## src/rtl/door_access_scheduler.sv

```systemverilog
// Arbitrates Wi-Fi / presence-sensor lock requests and sequences the lock FSM in1/in2 lines.
// Define DOOR_LOCKOUT_EN to enable the lockout state after MAX_FAILS consecutive auth failures.
module door_access_scheduler #(
  parameter int RELOCK_CYCLES  = 1000,
  parameter int LOCKOUT_CYCLES = 5000,
  parameter int MAX_FAILS      = 3,
  parameter int CW             = 16
) (
  input  logic                           clk,
  input  logic                           reset_n,
  input  logic                           wifi_req,
  input  logic                           wifi_cmd,
  input  logic                           wifi_auth,
  input  logic                           sensor_req,
  input  logic                           sensor_cmd,
  input  logic                           sensor_auth,
  output logic                           wifi_gnt,
  output logic                           sensor_gnt,
  output logic                           lock_in1,
  output logic                           lock_in2,
  output logic                           unlocked,
  output logic                           lockout,
  output logic [$clog2(MAX_FAILS+1)-1:0] fail_cnt
);

  localparam int FW = $clog2(MAX_FAILS + 1);
  localparam logic [FW-1:0] FAIL_MAX    = FW'(MAX_FAILS);
  localparam logic [CW-1:0] RELOCK_LOAD = CW'(RELOCK_CYCLES);
  localparam int TIMER_NEED = (RELOCK_CYCLES > LOCKOUT_CYCLES) ? RELOCK_CYCLES : LOCKOUT_CYCLES;

  // One timer is shared between relock and lockout, so it must hold the larger count.
  generate
    if ((TIMER_NEED >> CW) != 0) begin : g_cw_check
      $error("door_access_scheduler: CW too narrow for RELOCK_CYCLES/LOCKOUT_CYCLES");
    end
  endgenerate

`ifdef DOOR_LOCKOUT_EN
  localparam logic [CW-1:0] LOCKOUT_LOAD = CW'(LOCKOUT_CYCLES);
  typedef enum logic [2:0] {S_RESYNC, S_IDLE, S_GRANT, S_DRIVE, S_LOCKOUT} state_t;
`else
  typedef enum logic [2:0] {S_RESYNC, S_IDLE, S_GRANT, S_DRIVE} state_t;
`endif

  state_t          r_state;
  logic            r_ptr;
  logic            r_winner;
  logic            r_cmd;
  logic [CW-1:0]   r_timer;
  logic [FW-1:0]   r_fail_cnt;
  logic            r_wifi_gnt;
  logic            r_sensor_gnt;
  logic            r_lock_in1;
  logic            r_lock_in2;
  logic            r_unlocked;
`ifdef DOOR_LOCKOUT_EN
  logic            r_lockout;
`endif

  logic            w_any_req;
  logic            w_winner;
  logic            w_auth;
  logic            w_relock_due;
  logic [FW-1:0]   w_fail_next;

  // Winner encoding: 0 = Wi-Fi, 1 = sensor; the pointer only matters on contention.
  assign w_any_req    = wifi_req | sensor_req;
  assign w_winner     = (wifi_req & sensor_req) ? r_ptr : sensor_req;
  assign w_auth       = r_winner ? sensor_auth : wifi_auth;
  assign w_relock_due = r_unlocked & (r_timer == '0);
  assign w_fail_next  = r_fail_cnt + FW'(1);

  always_ff @(posedge clk) begin
    if (!reset_n) begin
      r_state      <= S_RESYNC;
      r_ptr        <= 1'b0;
      r_winner     <= 1'b0;
      r_cmd        <= 1'b0;
      r_timer      <= '0;
      r_fail_cnt   <= '0;
      r_wifi_gnt   <= 1'b0;
      r_sensor_gnt <= 1'b0;
      r_lock_in1   <= 1'b0;
      r_lock_in2   <= 1'b0;
      r_unlocked   <= 1'b0;
`ifdef DOOR_LOCKOUT_EN
      r_lockout    <= 1'b0;
`endif
    end else begin
      if (r_unlocked && (r_timer != '0)) begin
        r_timer <= r_timer - CW'(1);
      end
      r_wifi_gnt   <= 1'b0;
      r_sensor_gnt <= 1'b0;
      r_lock_in1   <= 1'b0;
      r_lock_in2   <= 1'b0;

      case (r_state)
        S_RESYNC: begin
          r_lock_in1 <= 1'b1;
          r_state    <= S_IDLE;
        end
        S_IDLE: begin
          // Relock wins over requests; a pending request is simply sampled again later.
          if (w_relock_due) begin
            r_lock_in1 <= 1'b1;
            r_unlocked <= 1'b0;
            r_state    <= S_DRIVE;
          end else if (w_any_req) begin
            r_winner     <= w_winner;
            r_ptr        <= ~w_winner;
            r_cmd        <= w_winner ? sensor_cmd : wifi_cmd;
            r_wifi_gnt   <= ~w_winner;
            r_sensor_gnt <= w_winner;
            r_state      <= S_GRANT;
          end
        end
        S_GRANT: begin
          if (w_auth) begin
            r_fail_cnt <= '0;
            r_lock_in1 <= ~r_cmd;
            r_lock_in2 <= r_cmd;
            r_unlocked <= r_cmd;
            if (r_cmd) begin
              r_timer <= RELOCK_LOAD;
            end
            r_state <= S_DRIVE;
          end else begin
`ifdef DOOR_LOCKOUT_EN
            r_fail_cnt <= w_fail_next;
            if (w_fail_next == FAIL_MAX) begin
              r_lockout <= 1'b1;
              r_timer   <= LOCKOUT_LOAD;
              r_state   <= S_LOCKOUT;
            end else begin
              r_state <= S_IDLE;
            end
`else
            if (r_fail_cnt != FAIL_MAX) begin
              r_fail_cnt <= w_fail_next;
            end
            r_state <= S_IDLE;
`endif
          end
        end
        S_DRIVE: begin
          r_state <= S_IDLE;
        end
`ifdef DOOR_LOCKOUT_EN
        S_LOCKOUT: begin
          if (r_timer == '0) begin
            r_fail_cnt <= '0;
            r_lockout  <= 1'b0;
            r_state    <= S_IDLE;
          end else begin
            r_timer <= r_timer - CW'(1);
          end
        end
`endif
        default: begin
          r_state <= S_RESYNC;
        end
      endcase
    end
  end

  assign wifi_gnt   = r_wifi_gnt;
  assign sensor_gnt = r_sensor_gnt;
  assign lock_in1   = r_lock_in1;
  assign lock_in2   = r_lock_in2;
  assign unlocked   = r_unlocked;
  assign fail_cnt   = r_fail_cnt;
`ifdef DOOR_LOCKOUT_EN
  assign lockout    = r_lockout;
`else
  assign lockout    = 1'b0;
`endif

endmodule

```

## config.mk

```make
export PLATFORM = sky130hd
export DESIGN_NAME = door_access_scheduler
export DESIGN_NICKNAME = d
export VERILOG_FILES = /design/src/rtl/door_access_scheduler.sv
export SDC_FILE = /design/constraint.sdc
export NUM_CORES = 1
export LEC_CHECK = 0
export CORE_MARGIN = 2
export CORE_UTILIZATION = 40
export CTS_CLUSTER_DIAMETER = 100
export CTS_CLUSTER_SIZE = 24
export DETAILED_ROUTE_END_ITERATION = 8
export PLACE_DENSITY = 0.62
export SLEW_MARGIN = 0
export SYNTH_ARGS = -nofsm -noshare
export SYNTH_HDL_FRONTEND = slang
export SYNTH_SLANG_ARGS = --single-unit
```

## constraint.sdc

```tcl
create_clock -name clk -period 2.3 [get_ports clk]
set_input_delay 0.46 -clock clk [delete_from_list [all_inputs] [get_ports clk]]
set_output_delay 0.46 -clock clk [all_outputs]
set_load 0.05 [all_outputs]
```

==> results.py <==
metrics = {
    "die": {
        "core_um2": 3360,
        "die_w_um": 63.6,
        "rows": 21,
        "die_h_um": 63.6,
        "dieArea_um2": 4050,
        "initial_core_util": 0.423,
        "io_pins": 16,
    },
    "worst_setup_path": {
        "crit_path_top_delay_cell": "clkdlybuf4s50_1",
        "arrival_ps": 1650,
        "crit_family": "buffers and inverters",
        "critPathBufInv": 2,
        "critical_path.max_fanout": 5,
        "worstSetupStartpointType": "register",
        "crit_type": "register to primary output",
        "r2r_slack_ps": 250,
        "cp_cell_sequence": "buf_4 > clkdlybuf4s50_1",
        "crit_required_ps": 1840,
        "slowest_delay_ps": 790,
        "end_kind": "primary output",
    },
    "drt": {
        "drc": 0,
        "vias": 1277,
        "drt-met1-wl_um": 1610,
        "wl_um": 3270,
        "routed-wl-met3_um": 83,
        "vias_per_cell": 5.70,
        "wl_per_cell_um": 14.6,
        "drtAntennaViolNets": 0,
        "routed.top_layer": "met4",
        "first_iter_violations": 33,
        "dr.pass1.iters": 4,
        "wl_met2_um": 1560,
    },
    "timing": {
        "fmax_mhz": 474,
        "fin_setup_tns_ps": 0,
        "period_minus_slack_ps": 2110,
        "hold_ws_ps": 506,
        "setup_viol": 0,
        "finClkSkew_ps": 10.6,
        "slew_headroom": 0.618,
        "slew_violations": 0,
        "finalCritPeriodShare": 0.917,
        "hold_viol_final": 0,
        "rsz0062_at_grt": "no",
        "worstMarginPinSlew_ps": 571,
    },
    "clock_network": {
        "insertion_delay_ps": 330,
        "clock-sinks": 28,
        "cts_tree": "built",
        "clk_pin_slew_ps": 150,
        "htree_levels": 1,
        "cts_buffers": 3,
        "cts_max_path_buffers": 2,
        "post_cts_buffers": 0,
        "ctsHoldBuffers": 0,
        "cts_root_buf": "clkbuf_4",
        "cts_resized": 0,
    },
    "power_and_ir_drop": {
        "vdd_drop_max_mv": 0.206,
        "power_mw": 0.950,
        "power.density_nw_per_um2": 557,
        "leakagePower_nw": 0.635,
    },
    "grt": {
        "grt_usage": 0.169,
        "grt_max_degree": 17,
        "antenna_found_initial": 0,
        "grt_pass1_wl_um": 5470,
        "grt-ovfl-total": 0,
        "first_global_vias": 1153,
    },
    "place": {
        "gp_congestion": 0.801,
        "dpl.cell_count": 220,
        "numPortBuffers": 14,
        "dp_hpwl_um": 2420,
    },
    "flow_run": {
        "drv_cap": 0,
    },
    "final_layout": {
        "largest-register": "r_timer",
        "largest_reg_flops": 16,
        "final_core_util": 0.507,
        "drive_above_1_share": 0.124,
        "final_common_cell": "dfxtp_1",
        "num_antenna_cells": 0,
        "num-nets-final": 189,
        "synthToLayoutAreaGrowth_pct": 20.0,
        "fin_cells": 224,
        "layout_common_cells": "28 x dfxtp_1, 17 x nor2_1, 14 x clkdlybuf4s50_1",
    },
    "run_status": {
        "outcome": "finished, final reports clean",
    },
    "synthesis": {
        "synth_ff_type": "dfxtp_1",
        "synth.area.top_cells": "dfxtp_1 39%, nor2_1 4.5%, a21oi_1 3.2%",
        "synth_edf_count": 0,
        "seq_area_frac_synth": 0.394,
        "ys_warn_count": 0,
        "synth_area_um2": 1420,
        "synth_top_cell_area_share": 0.394,
        "syn_area_per_cell_um2": 9.06,
        "syn_nets": 167,
        "synth_top_area_cell": "dfxtp_1",
        "ys_seq_elements": 28,
        "synthCells": 157,
        "ys_types": 51,
        "synthArstFlopShare": 0,
    },
    "min_path": {
        "hold_path.class": "register to register",
    },
}
==> per-layer routing <==
metal  vias up  global-route usage
met1       620               0.239
met4         0              0.0489
met3         2              0.0250
met2        17               0.267
met5         -                   0
li1        638                   -
==> power by group <==
part	internal, mW	leakage [nW]	switching, mW
combinational	0.0471	0.380	0.0632
clock	0.176	0.0279	0.153
sequential	0.498	0.227	0.0120
==> worst paths after layout <==
path | from | endpoint | cells after the start
min | r_ptr$_SDFFE_PN0P_ | wifi_gnt$_SDFF_PP0_ | 1
max reg2reg | r_timer[2]$_SDFF_PN0_ | r_timer[15]$_SDFF_PN0_ | 4
min reg2reg | r_ptr$_SDFFE_PN0P_ | wifi_gnt$_SDFF_PP0_ | 1
max | unlocked$_SDFFE_PN0P_ | unlocked | 2
==> logic make-up (layout without fill, tap and decap cells) <==
group | count (synthesis) | after routing | synth area share
AND/OR/NAND/NOR | 66 | 66 | 0.287
AO/OA/AOI/OAI | 42 | 42 | 0.227
flip-flops | 28 | 28 | 0.394
buffers and inverters | 13 | 34 | 0.0369
multiplexers | 3 | 3 | 0.0229
adder cells (fa/ha/maj) | 2 | 2 | 0.0176
XOR/XNOR | 2 | 2 | 0.0123
other | 1 | 1 | 0.00264
==> metrics by stage <==
stage                     setup slack [ps]  area (um^2)
after floorplan                        149         1420
after global placement                 330         1650
after detailed placement               268         1650
after CTS                              169         1710
after global routing                  79.8         1710
final                                  190         1710
==> synthesized netlist by cell type, types with 3 or more instances <==
| master | number |
|---|---|
| nand3_1 | 5 |
| nor2_1 | 17 |
| nor4_1 | 3 |
| a21o_1 | 3 |
| a21oi_1 | 9 |
| o31ai_1 | 5 |
| nand2_1 | 9 |
| a211oi_1 | 5 |
| dfxtp_1 | 28 |
| inv_1 | 9 |
| and3_1 | 3 |
| nor3_1 | 5 |
| or4b_1 | 3 |
| clkbuf_1 | 3 |
==> cell type report <==
cell class                 count  area, um^2
clock inverter                 1        30.0
tap                           46        57.6
multi-input combinational    116         810
fill                         351        1660
sequential                    28         561
timing repair buffer          21         193
inverter                       9        33.8
clock buffer                   3        22.5
No activity file was read; power rests on OpenSTA's default activity.
